[src/rtl/ibex_fp_multicycle_ctrl_pkg.sv]
// ============================================================================
// Module  : ibex_fp_multicycle_ctrl_pkg
// Brief   : Shared types and rounding-mode resolution for the FP multi-cycle
//           sequencer and the decoder's illegal-instruction check.
// Revision: 1.0 - initial release
// ============================================================================
`default_nettype none

package ibex_fp_multicycle_ctrl_pkg;

  typedef enum logic [2:0] {
    I_ALU       = 3'd0,
    F_DIV       = 3'd1,
    F_ADDDIV    = 3'd2,
    INT2FLOAT32 = 3'd3
  } arithmetic_sel_e;

  typedef enum logic [2:0] {
    RNE = 3'b000,
    RTZ = 3'b001,
    RDN = 3'b010,
    RUP = 3'b011,
    RMM = 3'b100,
    DYN = 3'b111
  } rounding_mode_e;

  typedef enum logic [1:0] {
    FPMC_IDLE = 2'd0,
    FPMC_RUN  = 2'd1,
    FPMC_RESP = 2'd2
  } fp_mc_state_e;

  localparam int unsigned FPMC_UNIT_DIV    = 0;
  localparam int unsigned FPMC_UNIT_ADDDIV = 1;
  localparam int unsigned FPMC_UNIT_I2F    = 2;
  localparam int unsigned FPMC_NUM_UNITS   = 3;

  typedef struct packed {
    logic           legal;
    rounding_mode_e rm;
  } rm_resolved_t;

  // DYN defers to fcsr.frm; only RNE..RMM are usable once resolved.
  function automatic rm_resolved_t resolve_rm(input logic [2:0] rm, input logic [2:0] frm);
    logic [2:0]   r;
    rm_resolved_t res;
    r         = (rm == 3'b111) ? frm : rm;
    res.legal = (r <= 3'b100);
    res.rm    = rounding_mode_e'(r);
    return res;
  endfunction

endpackage

`default_nettype wire

[src/rtl/ibex_fp_multicycle_ctrl.sv]
// ============================================================================
// Module  : ibex_fp_multicycle_ctrl
// Brief   : EX-stage sequencer that starts one multi-cycle FP unit, waits for
//           its done (with timeout) and returns the result over valid/ready.
// Revision: 1.0 - initial release
// ============================================================================
`default_nettype none

module ibex_fp_multicycle_ctrl
  import ibex_fp_multicycle_ctrl_pkg::*;
#(
  parameter int unsigned TagW          = 5,
  parameter int unsigned TimeoutCycles = 64
) (
  input  logic            clk_i,
  input  logic            rst_i,
  input  logic            req_valid_i,
  output logic            req_ready_o,
  input  logic [2:0]      req_sel_i,
  input  logic [2:0]      req_rm_i,
  input  logic [TagW-1:0] req_tag_i,
  input  logic [2:0]      frm_i,
  input  logic            kill_i,
  output logic [2:0]      unit_start_o,
  output logic [2:0]      unit_rm_o,
  output logic            unit_kill_o,
  input  logic [2:0]      unit_done_i,
  input  logic [95:0]     unit_result_i,
  input  logic [14:0]     unit_fflags_i,
  output logic            resp_valid_o,
  input  logic            resp_ready_i,
  output logic [31:0]     resp_result_o,
  output logic [4:0]      resp_fflags_o,
  output logic [TagW-1:0] resp_tag_o,
  output logic            resp_err_o,
  output logic            busy_o
);

  localparam int unsigned CntW = $clog2(TimeoutCycles);
  localparam logic [CntW-1:0] CntLast = CntW'(TimeoutCycles - 1);

  fp_mc_state_e    state_q, state_d;
  logic [2:0]      sel_q, sel_d;
  logic [2:0]      start_q, start_d;
  logic [2:0]      rm_q, rm_d;
  logic [CntW-1:0] cnt_q, cnt_d;
  logic [31:0]     result_q, result_d;
  logic [4:0]      fflags_q, fflags_d;
  logic [TagW-1:0] tag_q, tag_d;
  logic            err_q, err_d;

  logic [2:0]      req_oh;
  logic [31:0]     mux_result;
  logic [4:0]      mux_fflags;
  logic            done_ok;
  logic            kill_unit;
  rm_resolved_t    rm_res;

  always_comb begin
    req_oh = 3'b000;
    case (req_sel_i)
      F_DIV:       req_oh[FPMC_UNIT_DIV]    = 1'b1;
      F_ADDDIV:    req_oh[FPMC_UNIT_ADDDIV] = 1'b1;
      INT2FLOAT32: req_oh[FPMC_UNIT_I2F]    = 1'b1;
      default:     req_oh = 3'b000;
    endcase
  end

  always_comb begin
    mux_result = '0;
    mux_fflags = '0;
    for (int n = 0; n < FPMC_NUM_UNITS; n++) begin
      if (sel_q[n]) begin
        mux_result = mux_result | unit_result_i[32*n +: 32];
        mux_fflags = mux_fflags | unit_fflags_i[5*n +: 5];
      end
    end
  end

  assign rm_res = resolve_rm(req_rm_i, frm_i);
  // start_q is non-zero only in the first RUN cycle, where done is not trusted.
  assign done_ok = |(unit_done_i & sel_q) && (start_q == 3'b000);

  always_comb begin
    state_d   = state_q;
    sel_d     = sel_q;
    start_d   = 3'b000;
    rm_d      = rm_q;
    cnt_d     = cnt_q;
    result_d  = result_q;
    fflags_d  = fflags_q;
    tag_d     = tag_q;
    err_d     = err_q;
    kill_unit = 1'b0;
    case (state_q)
      FPMC_IDLE: begin
        if (req_valid_i && !kill_i) begin
          tag_d = req_tag_i;
          rm_d  = rm_res.rm;
          cnt_d = '0;
          if ((|req_oh) && rm_res.legal) begin
            state_d = FPMC_RUN;
            sel_d   = req_oh;
            start_d = req_oh;
          end else begin
            state_d  = FPMC_RESP;
            sel_d    = 3'b000;
            err_d    = 1'b1;
            result_d = '0;
            fflags_d = '0;
          end
        end
      end
      FPMC_RUN: begin
        if (kill_i) begin
          kill_unit = 1'b1;
          state_d   = FPMC_IDLE;
          rm_d      = '0;
        end else if (done_ok) begin
          state_d  = FPMC_RESP;
          result_d = mux_result;
          fflags_d = mux_fflags;
          err_d    = 1'b0;
        end else if (cnt_q == CntLast) begin
          kill_unit = 1'b1;
          state_d   = FPMC_RESP;
          result_d  = '0;
          fflags_d  = '0;
          err_d     = 1'b1;
        end else begin
          cnt_d = cnt_q + CntW'(1);
        end
      end
      FPMC_RESP: begin
        if (kill_i || resp_ready_i) begin
          state_d = FPMC_IDLE;
          rm_d    = '0;
        end
      end
      default: begin
        state_d = FPMC_IDLE;
        rm_d    = '0;
      end
    endcase
  end

  always_ff @(posedge clk_i) begin
    if (rst_i) begin
      state_q  <= FPMC_IDLE;
      sel_q    <= '0;
      start_q  <= '0;
      rm_q     <= '0;
      cnt_q    <= '0;
      result_q <= '0;
      fflags_q <= '0;
      tag_q    <= '0;
      err_q    <= 1'b0;
    end else begin
      state_q  <= state_d;
      sel_q    <= sel_d;
      start_q  <= start_d;
      rm_q     <= rm_d;
      cnt_q    <= cnt_d;
      result_q <= result_d;
      fflags_q <= fflags_d;
      tag_q    <= tag_d;
      err_q    <= err_d;
    end
  end

  assign req_ready_o   = !rst_i && (state_q == FPMC_IDLE) && !kill_i;
  assign unit_start_o  = start_q;
  assign unit_rm_o     = rm_q;
  assign unit_kill_o   = kill_unit;
  assign resp_valid_o  = (state_q == FPMC_RESP);
  assign resp_result_o = result_q;
  assign resp_fflags_o = fflags_q;
  assign resp_tag_o    = tag_q;
  assign resp_err_o    = err_q;
  assign busy_o        = (state_q != FPMC_IDLE);

endmodule

`default_nettype wire

[config.mk]
export PLATFORM = sky130hd
export DESIGN_NAME = ibex_fp_multicycle_ctrl
export DESIGN_NICKNAME = d
export VERILOG_FILES = /design/src/rtl/ibex_fp_multicycle_ctrl_pkg.sv /design/src/rtl/ibex_fp_multicycle_ctrl.sv
export SDC_FILE = /design/constraint.sdc
export NUM_CORES = 1
export LEC_CHECK = 0
export CAP_MARGIN = 20
export CORE_MARGIN = 2
export CORE_UTILIZATION = 36
export DETAILED_ROUTE_END_ITERATION = 8
export GPL_ROUTABILITY_DRIVEN = 0
export GPL_TIMING_DRIVEN = 0
export PLACE_DENSITY = 0.76
export SLEW_MARGIN = 30
export SYNTH_ARGS = -nofsm -noshare
export SYNTH_HDL_FRONTEND = slang
export SYNTH_SLANG_ARGS = --single-unit
[constraint.sdc]
create_clock -name clk_i -period 1.78 [get_ports clk_i]
set_clock_uncertainty 0.1 [all_clocks]
set_input_delay 0.178 -clock clk_i [delete_from_list [all_inputs] [get_ports clk_i]]
set_output_delay 0.178 -clock clk_i [all_outputs]
set_load 0.02 [all_outputs]
==> results.cfg <==
[clocking]
cts_tree = built
htreeDepth = 3
hold_buffers = 0
clock-sinks = 60
numCtsBuffers = 9
clk_pin_slew_ns = 0.07
cts_buffer_depth = 2
clockRootBuffer = clkbuf_8
clkLatencyLatePin_ns = 0.34

[floorplan]
coreArea_mm2 = 0.00933
die_y_um = 102
ioPinCount = 186
die_w_um = 102
row_count = 35
initial_core_util_pct = 37.4
die_area_mm2 = 0.0105

[synth]
syn_avg_cell_area_um2 = 8.21
ys_async_sr_fraction_pct = 0
netlist.area_leader.share_pct = 34.4
ys_seq_area_share_pct = 34.4
synth_area_mm2 = 0.00349
ys_ff_latch = 60
synth_commonest_cells = 120 x nand2_1, 60 x dfxtp_1, 45 x a21oi_1
synthMostInstantiatedCell = nand2_1
synth_edf_count = 0
synthTopCellsByArea = dfxtp_1 34%, a311oi_2 15%, nand2_1 13%
synth_nets = 559
synth_ff_type = dfxtp_1
netlist_instances = 425
yosysTopAreaCell = dfxtp_1
ys_types = 49
yosysWarnings = 0

[critical_path]
worstSetupStartpoint = unit_start_o[1]$_SDFF_PP0_
crit_required_ns = 1.50
path_class = reg2out
crit_path_end_kind = primary output
ff2ff_path_depth = 9
timing.rr.start = sel_q[0]$_SDFFE_PP0P_
cp.arrival_ns = 1.67
crit_fanout = 4
critPathLaunchType = flop

[sta]
rsz0062_at_grt = true
setup_tns_ns = -4.51
setup_viol = 49
worstMarginPinSlew_ns = 0.649
post-route-period-util_pct = 110
min_period_ns = 1.95
max_freq_mhz = 513
layout_setup_ws_ns = -0.170
hold_viol_final = 0
report.final.slew_viol_count = 0
max_slew_margin_pct = 56.8

[run]
cap_violations = 0

[route]
drtIter0Drc = 199
vias_per_cell = 5.39
wirelength_um = 13500
route.vias.total = 4136
antenna_left = 0
drcViolationCount = 0
dr.pass1.iters = 5
post_drt_wl_per_cell_um = 17.6

[layout]
syn_to_final_growth_pct = 76.3
fin_area_mm2 = 0.00615
num_antenna_cells = 0
finalNetCount = 768
drive_gt1_share_pct = 18.9

[worst_hold_path]
min_path_cells = 2
worstHoldPathType = in2reg
min_from = req_tag_i[1]

[status]
violations = setup timing
status = complete, but fails checks

[global_route]
grtUsageTotal_pct = 24.8
antenna_found_initial = 0
grt-ovfl-total = 0
grt_max_degree = 11
grt_pass1_wl_um = 20100
grt_pass1_vias = 4064

[placed_design]
hpwl_um = 9910
place_area_mm2 = 0.00551
port-buffer-count = 184

[power]
power_density_mw_per_mm2 = 561
ir_drop_uv = 371
p_leak_nw = 2.25
==> cells in the final DEF (no fill, tap or decap), types with 2 or more instances in the layout <==
| cell type | synthesis | final |
|---|---|---|
| clkdlybuf4s50_1 | 0 | 180 |
| nand2_1 | 120 | 114 |
| dfxtp_1 | 60 | 56 |
| a21oi_1 | 45 | 41 |
| a22oi_1 | 36 | 36 |
| a311oi_2 | 36 | 36 |
| buf_4 | 1 | 13 |
| nor2_1 | 13 | 12 |
| clkbuf_1 | 23 | 11 |
| clkbuf_8 | 0 | 10 |
| clkbuf_2 | 0 | 9 |
| nand3_1 | 6 | 6 |
| a22o_1 | 6 | 6 |
| buf_12 | 0 | 5 |
| or3_1 | 5 | 5 |
| o211ai_1 | 5 | 5 |
| o21ai_0 | 5 | 5 |
| nand2_4 | 0 | 5 |
| clkbuf_4 | 0 | 4 |
| a21oi_2 | 0 | 4 |
| buf_6 | 4 | 4 |
| buf_8 | 0 | 4 |
| dfxtp_2 | 0 | 4 |
| nor2b_1 | 3 | 3 |
| o21a_1 | 3 | 3 |
| and2_1 | 3 | 3 |
| mux2i_1 | 3 | 3 |
| buf_2 | 9 | 2 |
| nor3_1 | 2 | 2 |
| a222oi_1 | 2 | 2 |
| nand3b_1 | 2 | 2 |
| o31ai_1 | 2 | 2 |
| or4_1 | 2 | 2 |
| a21boi_1 | 3 | 2 |
| o21ai_1 | 2 | 2 |
| a211oi_2 | 0 | 2 |
| bufinv_16 | 0 | 2 |
| buf_16 | 0 | 2 |
==> sequential cells by signal, summed over array words and instances (netlist names) <==
name and flops:
resp_result_o 32, cnt_q 6, resp_fflags_o 5, resp_tag_o 5
sel_q 3, unit_rm_o 3, unit_start_o 3, state_q 2
resp_err_o 1
==> report_power, final <==
group	total, W	internal, W	switching [W]
combinational	0.000698	0.000400	0.000297
clock	0.00138	0.000826	0.000550
sequential	0.00138	0.00136	0.0000170
total	0.00345	0.00259	0.000864
==> metrics by stage <==
| step | power, W | hold slack (ns) | utilization (%) | cells | setup slack [ns] |
|---|---|---|---|---|---|
| floorplan | 0.00164 | 0.150 | - | 425 | -0.0517 |
| global placement | 0.00204 | 0.361 | 59.1 | 738 | -0.718 |
| detailed placement | 0.00205 | 0.364 | 59.1 | 738 | -0.788 |
| CTS | 0.00345 | 0.320 | 65.5 | 766 | -0.177 |
| global route | 0.00356 | 0.332 | 66.0 | 768 | -0.212 |
| finish | 0.00345 | 0.327 | 66.0 | 768 | -0.170 |
==> repair_timing <==
item	CTS	global route
gates cloned	3	0
endpoints found under the hold margin	0	0
resized for setup	81	13
pin swaps	14	18
endpoints found under the setup margin	59	60
buffers inserted	9	3
==> kinds of logic (layout without fill, tap and decap cells) <==
family                   count (synthesis)  after routing  share of synthesized area, %
flip-flops                              60             60                          34.4
buffers and inverters                   38            252                          5.38
AND/OR/NAND/NOR                        170            170                          21.5
adder cells (fa/ha/maj)                  1              1                         0.358
multiplexers                             3              3                         0.860
AO/OA/AOI/OAI                          153            153                          37.5
==> metal layers <==
layer	vias up	GRT usage, %	share of wire (%)	wire length [µm]
met5	-	0	0	0
met4	0	8.92	2.0	265
met3	22	5.13	7.2	976
met2	185	44.9	50	6760
met1	1927	28.8	41	5510
li1	2002	-	-	-
==> layout make-up <==
| class | count | area [µm²] |
|---|---|---|
| multi-input cells | 327 | 2240 |
| inverters | 1 | 3.75 |
| well taps | 129 | 161 |
| flip-flops and latches | 60 | 1210 |
| plain buffers | 36 | 305 |
| clock buffers | 12 | 145 |
| fillers | 783 | 3170 |
| clock inverters | 4 | 72.6 |
| repair buffers | 199 | 2020 |
==> critical path, stage by stage, from the launching register on <==
cell and delay [ns]:
dfxtp_2 0.33, or3_4 0.41, or2_4 0.25, a21oi_2 0.13
nor2_1 0.06, buf_4 0.15
==> path summary, 6_finish.rpt <==
path | to | slack (ns)
max reg2reg | resp_result_o[20]$_SDFFE_PP0P_ | -0.13
max | unit_kill_o | -0.17
min reg2reg | unit_rm_o[2]$_SDFFE_PP0P_ | 0.38
min | resp_tag_o[1]$_SDFFE_PP0P_ | 0.33
No activity file was read; power rests on OpenSTA's default activity.
